**src/rtl/wishbone_byte_stream_loader.sv**
```systemverilog
// wishbone_byte_stream_loader
// Boot-time Wishbone B3 master: packs a valid/ready byte stream big-endian into 32-bit
// words (first byte -> dat[31:24]/sel[3]) and writes each word with one classic cycle.
// Optional feature: define LOADER_READBACK_VERIFY_EN to read every word back after its
// write and compare the written lanes; otherwise wb_dat_i is unused.
module wishbone_byte_stream_loader #(
  parameter int          ADR_WIDTH = 11,
  parameter logic [31:0] BASE_ADR  = 32'h0
) (
  input  logic                 wb_clk_i,
  input  logic                 wb_rst_i,
  input  logic                 start_i,
  input  logic [7:0]           byte_i,
  input  logic                 byte_valid_i,
  output logic                 byte_ready_o,
  input  logic                 flush_i,
  output logic                 busy_o,
  output logic                 done_o,
  output logic                 err_o,
  output logic [ADR_WIDTH+2:0] byte_count_o,
  output logic [31:0]          wb_adr_o,
  output logic [31:0]          wb_dat_o,
  output logic [3:0]           wb_sel_o,
  output logic                 wb_we_o,
  output logic                 wb_cyc_o,
  output logic                 wb_stb_o,
  input  logic [31:0]          wb_dat_i,
  input  logic                 wb_ack_i,
  input  logic                 wb_err_i
);

  localparam int            CW       = ADR_WIDTH + 3;
  localparam logic [CW-1:0] CAPACITY = CW'(4) << ADR_WIDTH;

  typedef enum logic [2:0] {
    S_IDLE,
    S_COLLECT,
    S_WRITE,
`ifdef LOADER_READBACK_VERIFY_EN
    S_GAP,
    S_VERIFY,
`endif
    S_DONE,
    S_ERROR
  } state_t;

  state_t          r_state;
  state_t          w_nextState;
  logic [1:0]      r_lane;
  logic [1:0]      w_nextLane;
  logic [31:0]     r_data;
  logic [31:0]     w_nextData;
  logic [3:0]      r_sel;
  logic [3:0]      w_nextSel;
  logic [CW-1:0]   r_count;
  logic [CW-1:0]   w_nextCount;
  logic [31:0]     r_adr;
  logic [31:0]     w_nextAdr;
  logic            r_flushPend;
  logic            w_nextFlushPend;
  logic            r_cyc;
  logic            r_we;
  logic            r_busy;
  logic            r_done;
  logic            r_err;
  logic            r_ready;
  logic            w_full;

  assign w_full = (r_count == CAPACITY);

`ifdef LOADER_READBACK_VERIFY_EN
  logic [3:0]  r_busSel;
  logic [31:0] w_laneMask;
  logic        w_readBad;

  assign w_laneMask = {{8{r_sel[3]}}, {8{r_sel[2]}}, {8{r_sel[1]}}, {8{r_sel[0]}}};
  assign w_readBad  = |((wb_dat_i ^ r_data) & w_laneMask);
  assign wb_sel_o   = r_busSel;
`else
  logic w_unusedDat;

  assign w_unusedDat = ^wb_dat_i;
  assign wb_sel_o    = r_sel;
`endif

  assign byte_ready_o = r_ready;
  assign busy_o       = r_busy;
  assign done_o       = r_done;
  assign err_o        = r_err;
  assign byte_count_o = r_count;
  assign wb_adr_o     = r_adr;
  assign wb_dat_o     = r_data;
  assign wb_we_o      = r_we;
  assign wb_cyc_o     = r_cyc;
  assign wb_stb_o     = r_cyc;

  // Next-state and next-datapath decisions: packing, flush handling, bus responses.
  always_comb begin
    w_nextState     = r_state;
    w_nextLane      = r_lane;
    w_nextData      = r_data;
    w_nextSel       = r_sel;
    w_nextCount     = r_count;
    w_nextAdr       = r_adr;
    w_nextFlushPend = r_flushPend;
    case (r_state)
      S_IDLE, S_DONE, S_ERROR: begin
        if (start_i) begin
          w_nextState     = S_COLLECT;
          w_nextLane      = 2'd0;
          w_nextData      = '0;
          w_nextSel       = '0;
          w_nextCount     = '0;
          w_nextAdr       = BASE_ADR;
          w_nextFlushPend = 1'b0;
        end
      end
      S_COLLECT: begin
        if (byte_valid_i && w_full) begin
          w_nextState = S_ERROR;
        end else begin
          if (byte_valid_i) begin
            w_nextCount = r_count + CW'(1);
            w_nextLane  = r_lane + 2'd1;
            unique case (r_lane)
              2'd0: begin w_nextData[31:24] = byte_i; w_nextSel[3] = 1'b1; end
              2'd1: begin w_nextData[23:16] = byte_i; w_nextSel[2] = 1'b1; end
              2'd2: begin w_nextData[15:8]  = byte_i; w_nextSel[1] = 1'b1; end
              2'd3: begin w_nextData[7:0]   = byte_i; w_nextSel[0] = 1'b1; end
            endcase
          end
          if (byte_valid_i && (r_lane == 2'd3)) begin
            w_nextState     = S_WRITE;
            w_nextFlushPend = flush_i;
          end else if (flush_i) begin
            if (byte_valid_i || (r_lane != 2'd0)) begin
              w_nextState     = S_WRITE;
              w_nextFlushPend = 1'b1;
            end else begin
              w_nextState = S_DONE;
            end
          end
        end
      end
      S_WRITE: begin
        if (wb_err_i) begin
          w_nextState = S_ERROR;
        end else if (wb_ack_i) begin
`ifdef LOADER_READBACK_VERIFY_EN
          w_nextState = S_GAP;
`else
          w_nextAdr   = r_adr + 32'd4;
          w_nextData  = '0;
          w_nextSel   = '0;
          w_nextState = r_flushPend ? S_DONE : S_COLLECT;
`endif
        end
      end
`ifdef LOADER_READBACK_VERIFY_EN
      S_GAP: begin
        w_nextState = S_VERIFY;
      end
      S_VERIFY: begin
        if (wb_err_i) begin
          w_nextState = S_ERROR;
        end else if (wb_ack_i) begin
          if (w_readBad) begin
            w_nextState = S_ERROR;
          end else begin
            w_nextAdr   = r_adr + 32'd4;
            w_nextData  = '0;
            w_nextSel   = '0;
            w_nextState = r_flushPend ? S_DONE : S_COLLECT;
          end
        end
      end
`endif
      default: begin
        w_nextState = S_IDLE;
      end
    endcase
  end

  // State register.
  always_ff @(posedge wb_clk_i) begin
    if (wb_rst_i) begin
      r_state <= S_IDLE;
    end else begin
      r_state <= w_nextState;
    end
  end

  // Datapath and registered bus/status outputs, all derived from the next state.
  always_ff @(posedge wb_clk_i) begin
    if (wb_rst_i) begin
      r_lane      <= 2'd0;
      r_data      <= '0;
      r_sel       <= '0;
      r_count     <= '0;
      r_adr       <= '0;
      r_flushPend <= 1'b0;
      r_cyc       <= 1'b0;
      r_we        <= 1'b0;
      r_busy      <= 1'b0;
      r_done      <= 1'b0;
      r_err       <= 1'b0;
      r_ready     <= 1'b0;
`ifdef LOADER_READBACK_VERIFY_EN
      r_busSel    <= '0;
`endif
    end else begin
      r_lane      <= w_nextLane;
      r_data      <= w_nextData;
      r_sel       <= w_nextSel;
      r_count     <= w_nextCount;
      r_adr       <= w_nextAdr;
      r_flushPend <= w_nextFlushPend;
      r_we        <= (w_nextState == S_WRITE);
      r_busy      <= !(w_nextState inside {S_IDLE, S_DONE, S_ERROR});
      r_done      <= (w_nextState == S_DONE);
      r_err       <= (w_nextState == S_ERROR);
      r_ready     <= (w_nextState == S_COLLECT) && (w_nextCount != CAPACITY);
`ifdef LOADER_READBACK_VERIFY_EN
      r_cyc       <= (w_nextState == S_WRITE) || (w_nextState == S_VERIFY);
      r_busSel    <= (w_nextState == S_VERIFY) ? 4'hF : w_nextSel;
`else
      r_cyc       <= (w_nextState == S_WRITE);
`endif
    end
  end

endmodule

```
**config.mk**
```make
export PLATFORM = sky130hd
export DESIGN_NAME = wishbone_byte_stream_loader
export DESIGN_NICKNAME = d
export VERILOG_FILES = /design/src/rtl/wishbone_byte_stream_loader.sv
export SDC_FILE = /design/constraint.sdc
export NUM_CORES = 1
export LEC_CHECK = 0
export ABC_AREA = 1
export BUFFER_PORTS_ARGS = -buffer_cell sky130_fd_sc_hd__buf_2
export CAP_MARGIN = 25
export CORE_MARGIN = 2
export CORE_UTILIZATION = 45
export DETAILED_ROUTE_END_ITERATION = 12
export GPL_TIMING_DRIVEN = 0
export PLACE_DENSITY = 0.7
export SLEW_MARGIN = 20
export SYNTH_ARGS = -nofsm -noshare
export SYNTH_HDL_FRONTEND = slang
export SYNTH_SLANG_ARGS = --single-unit
```
**constraint.sdc**
```tcl
create_clock -name wb_clk_i -period 3.6 [get_ports wb_clk_i]
set_input_delay 0.72 -clock wb_clk_i [delete_from_list [all_inputs] [get_ports wb_clk_i]]
set_output_delay 0.72 -clock wb_clk_i [all_outputs]
set_load 0.03 [all_outputs]
```
Yosys cells after proc, flatten, opt, wreduce, memory -nomap -nowiden
Index checks and enable logic that the tools add are counted.
{ "totals": {"reg_bits": 93, "input_bits": 47, "out_inout_bits": 89, "word_cells": 112} }
{ "classes": {"addsub": 3, "n_eq_ne": 24, "muxes": 46, "n_reduce_logical": 21} }
{ "op_table": {"columns": ["operator", "count"], "rows": [
  ["two-way mux 32 bit", 7],
  ["one-hot mux 32 bit (3 select lines)", 1],
  ["one-hot mux 32 bit (2 select lines)", 1],
  ["two-way mux 14 bit", 3],
  ["adder 32 x 3 -> 32 bit, second input constant", 1],
  ["two-way mux 8 bit", 4],
  ["one-hot mux 14 bit (2 select lines)", 1],
  ["AND reduction 7 bit", 4],
  ["two-way mux 4 bit", 5],
  ["two-way mux 3 bit", 6],
  ["adder 14 x 1 -> 14 bit, second input constant", 1],
  ["equality test 14 bit, second input constant", 1],
  ["inequality test 14 bit, second input constant", 1],
  ["equality test 3 x 2 -> 1 bit, second input constant", 4],
  ["inequality test 2 bit, second input constant", 6],
  ["one-hot mux 4 bit (3 select lines)", 1],
  ["two-way mux 1 bit", 10],
  ["one-hot mux 3 bit (3 select lines)", 1],
  ["two-way mux 2 bit", 4],
  ["AND reduction 4 bit", 2],
  ["equality test 3 x 1 -> 1 bit, second input constant", 2],
  ["equality test 3 bit, second input constant", 2],
  ["logical NOT 3 bit", 2],
  ["inequality test 2 x 1 -> 1 bit, second input constant", 3],
  ["other kinds (14)", 21]
]} }

Logic depth before layout (Yosys ltp)
Gate-level depths: netlist of run 1.
{ "logic_depth": {"ltp_word": 10, "mapped_depth": 16, "mapped_depth_nobuf": 16} }

Least setup slack after synthesis of run 1
OpenSTA, ideal clock, no wires.
{ "synth_path": {"path_kind": "reg-to-reg", "from": "register r_count[0] (netlist: byte_count_o[0])", "to": "register r_data[31] (netlist: wb_dat_o[31])", "t_arrival_ns": 1.772, "required_ns": 3.468, "slack_ns": 1.696, "path_stages_with_launch": 13, "path_buffers": 0, "synth_period_minus_slack_ns": 1.904, "cell_sequence": "dfxtp_1 -> inv_1 -> ha_1 -> nand2_1 -> nor2_1 -> nand2_1 -> nand2_1 -> nand2_1 -> nand2_2 -> nor2_4 -> nor2_4 -> nand2_1 -> a21oi_1"} }
{ "synth_via": {"elab_chain_len": 4} }
{ "synth_lines": {"columns": ["item", "line", "rtl"], "rows": [
  ["start, declared", "55", "logic [CW-1:0] r_count;"],
  ["start signal, assigned", "215", "r_count <= w_nextCount;"],
  ["equality test 14 bit", "69", "assign w_full = (r_count == CAPACITY);"],
  ["logical AND 1 bit", "119", "if (byte_valid_i && w_full) begin"],
  ["inequality test 2 bit (no line)", null, null],
  ["AND reduction 7 bit (no line)", null, null],
  ["end signal, assigned", "213", "r_data <= w_nextData;"],
  ["end, declared", "51", "logic [31:0] r_data;"]
]} }
Every way passes these cells.
A chain may end at the register's enable or synchronous reset.

Worst setup path after layout of run 1
{ "layout_path": {"from": "register r_count[1] (netlist: byte_count_o[1])", "to": "register r_ready (netlist: byte_ready_o)"} }
{ "layout_via": {"elab_chain_len": 6} }
{ "layout_lines": {"columns": ["item", "line", "rtl"], "rows": [
  ["adder 14 x 1 -> 14 bit or equality test 14 bit (tied branches)", "123, 69", null],
  ["two-way mux 14 bit or logical AND 1 bit (tied branches)", "122, 119", null],
  ["two-way mux 14 bit or two-way mux 3 bit (tied branches)", "119", null],
  ["one-hot mux 14 bit (2 select lines) or one-hot mux 3 bit (3 select lines) (tied branches)", "106", "case (r_state)"],
  ["inequality test 14 bit or equality test 3 x 1 -> 1 bit (tied branches)", "222", "r_ready <= (w_nextState == S_COLLECT) && (w_nextCount != CAPACITY);"],
  ["logical AND 1 bit (*)", "222", null],
  ["end signal, assigned", "222", null],
  ["end, declared", "66", "logic r_ready;"]
]} }
Mark *: on every way between the ends. The rest lies on a longest branch, timed or not.

==> impl_metrics.csv, run 1 <==
group,metric,value,unit
outcome,status,"finished clean",
synthesis,synthAdderAreaFrac,1.81,%
power_and_ir_drop,switchingPower,823,uW
sta,fin_crit,2.10,ns
final_layout,final_area,5710,um^2
clock_tree,post_cts_buffers,0,
clock_tree,root_buffer,"clkbuf_8",
sta,worstMarginPinSlew,0.603,ns
route,dr.pass1.iters,5,
sta,slew_headroom,59.5,%
die,fp.dieH,108,um
die,ios,136,
die,core_area,10400,um^2
synthesis,synth_warnings,0,
sta,finClkSkew,0.0181,ns
place,port_buffers,100,
global_route,grt_antenna_before_repair,0,
sta,setup_tns,0,ns
clock_tree,cts_hold_buf,0,
min_path,min_path_type,"flip-flop to flip-flop",
synthesis,synthMuxAreaShare,0,%
power_and_ir_drop,design_power_total,2.37,mW
route,num_vias,5028,
setup_path,worst_path_largest_cell_delay,0.42,ns
power_and_ir_drop,irDropWorstVdd,0.000276,V
place,dpl-instance-area,5500,um^2
route,wl_per_cell,13.8,um
synthesis,synthArstFlopShare,0,%
global_route,grt_first_pass_wirelength,21800,um
final_layout,post-route-util,55.1,%
place,hpwl,10400,um
synthesis,synth_area_per_cell,6.71,um^2
power_and_ir_drop,seqPwrFrac,45.3,%
clock_tree,numCtsBuffers,9,
die,start_util,46.5,%
synthesis,synth_top_area_share,37.7,%
clock_tree,clkTransAtPathRegs,0.09,ns
final_layout,area_growth,18.4,%
synthesis,synth_seq_area_share,37.7,%
sta,fmax,476,MHz
setup_path,cp_common_cell,"nand2_1",
setup_path,critPathRequiredTime,3.84,ns
final_layout,num_antenna_cells,0,
setup_path,startpoint_type,"flip-flop",
synthesis,synthCells,719,
synthesis,synth_edf_count,0,
synthesis,syn_area,4830,um^2
die,dieArea,11600,um^2
synthesis,yosysTopAreaCell,"dfxtp_1",
synthesis,ys_seq_elements,91,
setup_path,cp_cell_sequence,"ha_1, nand2_1, nor2_1, nand3b_1, inv_1, nand2_1, nand3_1, nand2_1, a21oi_1, nand2_1, nor2_1, nand2_1, nand2_1, nor2_1",
synthesis,synth.most_common_cell,"nand2_1",
clock_tree,cts_tree,"done",
power_and_ir_drop,internal_power,1.55,mW
synthesis,ys.flop_type,"dfxtp_1",
power_and_ir_drop,p_leak,2.60,nW
final_layout,final_cells,972,
die,row_count,37,
clock_tree,cts_buffer_depth,2,
final_layout,fin_nets,885,
clock_tree,insertion_delay,0.38,ns
setup_path,end_kind,"flip-flop",
global_route,grtUsageTotal,23.6,%
clock_tree,cts.sinks,91,
place,routabilityCongestion,0.931,
job,maxCapViolCount,0,
power_and_ir_drop,clockPowerShare,32.0,%
sta,fin_ws,1.50,ns
clock_tree,ctsResizeCount,0,
setup_path,cp.arrival,2.35,ns
sta,holdWs,0.466,ns
min_path,whs_path_depth,2,
synthesis,synth_top_family_by_area,"simple AND/OR/NAND/NOR gates",
setup_path,path_max_fanout,5,
synthesis,yosys.area_share.xor_xnor,0.907,%
sta,setup_violations,0,
place,placedCellCount,956,
place,dp_worst_setup_slack,1.25,ns
synthesis,synth.distinct_cells,43,
setup_path,cp_top_family,"simple AND/OR/NAND/NOR gates",
synthesis,ys_top_cells_by_count,"nand2_1 (203), dfxtp_1 (91), inv_1 (76)",
min_path,min_from,"wb_dat_o[27]",
synthesis,synthSimpleGateAreaFrac,36.0,%
route,drc,0,
sta,drv_slew,0,
final_layout,drive_gt1_share,18.9,%
setup_path,worst_r2r_path_depth,14,
power_and_ir_drop,powerDensity,415,nW/um^2
route,drt_wl_total,13400,um
setup_path,crit_type,"flip-flop to flip-flop",
setup_path,r2r_end,"byte_ready_o",
synthesis,synth_area_leaders,"dfxtp_1 (38%), nand2_1 (16%), a21oi_1 (7.5%)",
synthesis,synth_compound_area_share,14.6,%
global_route,grt_start_max_net_pins,18,
die,die_w,108,um
power_and_ir_drop,p_sw_share,34.7,%
setup_path,cp_slowest_cell,"dfxtp_1",
sta,rsz0062_at_grt,"no",
power_and_ir_drop,pwr-share-comb,22.7,%
global_route,overflow,0,
min_path,worstHoldEndpoint,"wb_dat_o[27]",
global_route,grt_pass1_vias,4695,
route,drt_iter0_markers,302,
route,postRouteAntennaNets,0,
setup_path,cp_num_buf_inv,1,
clock_tree,cts_htree_levels,3,
sta,hold_viol_final,0,
setup_path,rrSetupSlack,1.50,ns
route,viasPerCell,5.17,
sta,post-route-period-util,58.4,%
setup_path,crit-reg2reg-launch,"byte_count_o[1]",
==> worst register-to-register path, stage by stage, from the launching register on <==
cell and delay, ns:
dfxtp_1 0.42, ha_1 0.21, nand2_1 0.06, nor2_1 0.27, nand3b_1 0.19, inv_1 0.11
nand2_1 0.05, nand3_1 0.10, nand2_1 0.08, a21oi_1 0.12, nand2_1 0.06, nor2_1 0.11
nand2_1 0.10, nand2_1 0.07, nor2_1 0.03
==> worst max-delay path by stage <==
stage | slack, ns | cells after the start | start | end
after floorplan | 1.70 | 12 | byte_count_o[0] | wb_dat_o[31]
after global routing | 1.21 | 14 | byte_count_o[1] | byte_ready_o
after detailed placement | 1.25 | 8 | byte_valid_i | wb_dat_o[14]
after CTS | 1.51 | 16 | byte_count_o[0] | byte_ready_o
after global placement | 1.29 | 8 | byte_valid_i | wb_dat_o[13]
final | 1.50 | 14 | byte_count_o[1] | byte_ready_o
==> power groups by stage <==
| stage | combinational [mW] | sequential, mW | clock, mW |
|---|---|---|---|
| after global routing | 0.596 | 1.08 | 0.818 |
| after floorplan | 0.328 | 1.16 | 0 |
| after CTS | 0.541 | 1.07 | 0.777 |
| after global placement | 0.531 | 1.10 | 0 |
| final | 0.539 | 1.07 | 0.760 |
| after detailed placement | 0.540 | 1.10 | 0 |
==> flip-flops by register name (all words and copies together) (netlist names) <==
signal,cells
r_lane,2
byte_count_o,14
err_o,1
wb_we_o,1
wb_adr_o,30
done_o,1
wb_dat_o,32
r_state,3
busy_o,1
r_flushPend,1
wb_sel_o,4
byte_ready_o,1
==> kinds of logic after synthesis <==
family          count (synthesis)
compound gates                122
flops                          91
buf+inv                       104
simple gates                  389
other cells                     1
fa+ha+maj                       7
xor+xnor                        5
==> metal layers <==
layer  part of all wire (%)  track usage, %  routed length, um
met1                     45            30.1               6020
met2                     47            38.8               6250
met3                    5.9            4.30                797
met4                    2.7            10.5                361
met5                      0               0                  0
==> placed cells by master, fill, tap and decap left out, types with 4 or more instances in the layout <==
cell type and count:
a211oi_1 5, a21o_1 4, a21oi_1 72, buf_2 106, buf_4 7, clkbuf_1 10, clkbuf_8 10, dfxtp_1 91
ha_1 7, inv_1 76, nand2_1 203, nand2_2 4, nand3_1 40, nand4_1 20, nor2_1 72, nor2_4 6
nor3_1 26, nor4_1 4, o21a_1 6, o21ai_0 18, xor2_1 4
==> final cells by class <==
class / instances / area, um^2
Clock buffer: 10 / 138
Timing Repair Buffer: 100 / 500
Fill cell: 1035 / 4660
Tap cell: 136 / 170
Inverter: 81 / 304
Clock inverter: 6 / 76.3
Sequential cell: 91 / 1820
Multi-Input combinational cell: 525 / 2580
Buffer: 23 / 120
Power figures use the tool's default switching activity.
==> run 2, diff against run 1 <==
- ABC_AREA: 1 -> 0
- clock period: 3.6 -> 2.2 ns (I/O delays scaled with it)
==> run 2 against run 1 <==
Compared with the run above: routed wire length shrank 10%; first-iteration DRC count shrank 19%; count of clock-buffer cells in the layout grew 1; sequential share of layout area grew 1.3 points; global-route usage shrank 1.1 points; non-clock buffer count grew 23; setup slack lost 1.4 ns; clock skew shrank 0.0070 ns; combinational power shrank 6.1%; design area shrank 3.5%; sequential power grew 58%; synthesized area shrank 7.2%.
==> impl_metrics.csv, run 2 <==
group,metric,value,unit
power_and_ir_drop,switchingPower,948,uW
setup_path,path_depth,8,
setup_path,worst_r2r_path_depth,8,
global_route,grt_antenna_before_repair,0,
final_layout,post-route-util,56.7,%
route,wl_per_cell,15.2,um
setup_path,path_max_fanout,9,
synthesis,synth_top_area_share,40.7,%
setup_path,end_kind,"flip-flop",
setup_path,startpoint_type,"flip-flop",
global_route,use_met3,6.29,%
synthesis,yosysTopAreaCell,"dfxtp_1",
sta,worstMarginPinSlew,0.610,ns
die,start_util,46.0,%
setup_path,cp.arrival,2.37,ns
synthesis,synth.distinct_cells,63,
sta,fmax,473,MHz
global_route,grt_first_pass_wirelength,19900,um
sta,drv_slew,0,
route,postRouteAntennaNets,0,
global_route,grtUsageTotal,22.5,%
sta,setup_tns,0,ns
synthesis,synthCells,545,
synthesis,synthArstFlopShare,0,%
final_layout,multi_input_area,2510,um^2
die,core_area,9730,um^2
power_and_ir_drop,clockPowerShare,33.6,%
sta,hold_viol_final,0,
place,placedCellCount,779,
sta,post-route-period-util,96.1,%
power_and_ir_drop,seqPwrFrac,51.2,%
route,drt_iter0_markers,245,
global_route,grt_pass1_vias,4089,
clock_tree,root_buffer,"clkbuf_8",
setup_path,cp_top_family,"simple AND/OR/NAND/NOR gates",
synthesis,ys_seq_elements,91,
setup_path,cp_cell_sequence,"buf_4, nor4b_4, and4_1, buf_4, o21ai_1, a22oi_1, nand4_1, o31a_1",
synthesis,synth_area_leaders,"dfxtp_1 (41%), nor2_1 (5.3%), a21oi_1 (4.8%)",
outcome,status,"finished clean",
setup_path,cp_num_buf_inv,2,
min_path,whs_path_depth,2,
place,port_buffers,100,
global_route,grt_start_max_net_pins,15,
setup_path,critPathRequiredTime,2.46,ns
sta,finClkSkew,0.0111,ns
sta,rsz0062_at_grt,"no",
place,hpwl,8810,um
route,num_vias,4359,
clock_tree,cts.sinks,91,
power_and_ir_drop,p_sw_share,28.6,%
final_layout,drive_gt1_share,26.4,%
sta,slew_headroom,59.3,%
place,dp_worst_setup_slack,-0.263,ns
min_path,min_path_type,"primary input to flip-flop",
setup_path,cp_slowest_cell,"nor4b_4",
synthesis,synth_seq_area_share,40.7,%
route,viasPerCell,5.47,
clock_tree,clkTransAtPathRegs,0.09,ns
setup_path,crit_type,"flip-flop to flip-flop",
clock_tree,insertion_delay,0.36,ns
clock_tree,cts_buffer_depth,2,
job,maxCapViolCount,0,
die,ios,136,
setup_path,cp_common_cell,"buf_4",
die,die_w,104,um
power_and_ir_drop,irDropWorstVdd,0.000376,V
global_route,grt.busiest_layer,"met2",
final_layout,num_antenna_cells,0,
synthesis,syn_area,4480,um^2
global_route,met2_usage,36.0,%
sta,fin_crit,2.11,ns
die,dieArea,10800,um^2
clock_tree,numCtsBuffers,9,
route,drc,0,
sta,setup_violations,0,
synthesis,synth_warnings,0,
global_route,overflow,0,
clock_tree,cts_tree,"done",
final_layout,final_common_cell,"buf_2",
final_layout,n_fill_cell,935,
sta,fin_ws,0.0861,ns
place,routabilityCongestion,0.913,
final_layout,mostFrequentLayoutCells,"buf_2 (106), dfxtp_1 (86), nor2_1 (61)",
route,dr.pass1.iters,5,
route,drt_wl_total,12100,um
power_and_ir_drop,design_power_total,3.31,mW
global_route,met1_usage,29.2,%
die,row_count,36,
final_layout,final_cells,797,
clock_tree,cts_htree_levels,3,
final_layout,register_area,1830,um^2
power_and_ir_drop,p_leak,2.21,nW
synthesis,synth.most_common_cell,"dfxtp_1",
power_and_ir_drop,powerDensity,600,nW/um^2
synthesis,ys_top_cells_by_count,"dfxtp_1 (91), nor2_1 (63), nand2_1 (47)",
synthesis,ys.flop_type,"dfxtp_1",
final_layout,largest_reg_flops,32,
die,fp.dieH,104,um
synthesis,synth_area_per_cell,8.22,um^2
synthesis,synth_edf_count,0,
power_and_ir_drop,internal_power,2.36,mW
setup_path,worst_path_largest_cell_delay,0.33,ns
final_layout,area_growth,23.2,%
power_and_ir_drop,pwr-share-comb,15.3,%
final_layout,fin_nets,714,
-- run 2: cell count changes in the layout (fill, tap and decap cells not counted), sizes merged, moves of 12 or more --
| cell | previous run | this run |
|---|---|---|
| clkbuf | 20 | 35 |
| a21oi | 73 | 44 |
| nand2 | 210 | 47 |
| xnor2 | 1 | 15 |
| and2 | 0 | 12 |
| inv | 83 | 17 |
| nor2 | 80 | 63 |
-- run 2: power groups by stage --
stage                     registers [mW]  clock network (mW)  logic, mW
after global placement              1.73                   0      0.468
after global routing                1.70                1.21      0.548
after floorplan                     1.78                   0      0.290
final                               1.69                1.11      0.506
after CTS                           1.69                1.15      0.480
after detailed placement            1.73                   0      0.473
-- run 2: layer usage --
layer  vias to the layer above  routed length (um)  part of all wire (%)
li1                       2129                   -                     -
met1                      2079                5360                    44
met2                       138                5680                    47
met3                        13                 866                   7.2
met4                         0                 174                   1.4
met5                         -                   0                     0
-- run 2: cell type report --
class                           count  share of cell area [%]
Tap cell                          133                    3.02
Buffer                             42                    4.31
Sequential cell                    91                    33.2
Timing Repair Buffer              104                    9.62
Multi-Input combinational cell    396                    45.5
Clock buffer                       11                    2.38
Inverter                           16                    1.09
Clock inverter                      4                   0.930
-- run 2: logic make-up (layout without fill, tap and decap cells) --
group                    Yosys count  after routing  synth area share, %
multiplexers                      12             12                 2.71
flip-flops                        91             91                 40.7
adder cells (fa/ha/maj)            7              7                 1.96
AO/OA/AOI/OAI                    112            112                 16.2
other                              1              2               0.0837
XOR/XNOR                          27             27                 5.28
AND/OR/NAND/NOR                  236            236                 26.9
buffers and inverters             59            177                 6.17
-- run 2: repair_timing --
item | in CTS | in global routing
endpoints found under the setup margin | 31 | 58
resized for setup | 7 | 31
pin swaps | 0 | 3
hold buffers | 0 | 0
buffers inserted | 2 | 2
-- run 2: path summary, 6_finish.rpt --
path / endpoint / from / slack (ns)
max: byte_ready_o / byte_count_o[6] / 0.09
min reg2reg: wb_dat_o[24] / wb_dat_o[24] / 0.47
max reg2reg: byte_ready_o / byte_count_o[6] / 0.09
min: r_state[0] / wb_rst_i / 0.30
-- run 2: per-stage QoR --
step | hold slack (ns) | instance area [um^2]
floorplan | 0.433 | 4490
global placement | 0.449 | 5150
detailed placement | 0.455 | 5150
CTS | 0.282 | 5380
global route | 0.298 | 5520
finish | 0.300 | 5520
-- run 2: worst reg2reg max path: stages (launching register included) --
cell and delay, ns:
dfxtp_1 0.32, buf_4 0.17, nor4b_4 0.33, and4_1 0.22, buf_4 0.16, o21ai_1 0.08
a22oi_1 0.27, nand4_1 0.16, o31a_1 0.31
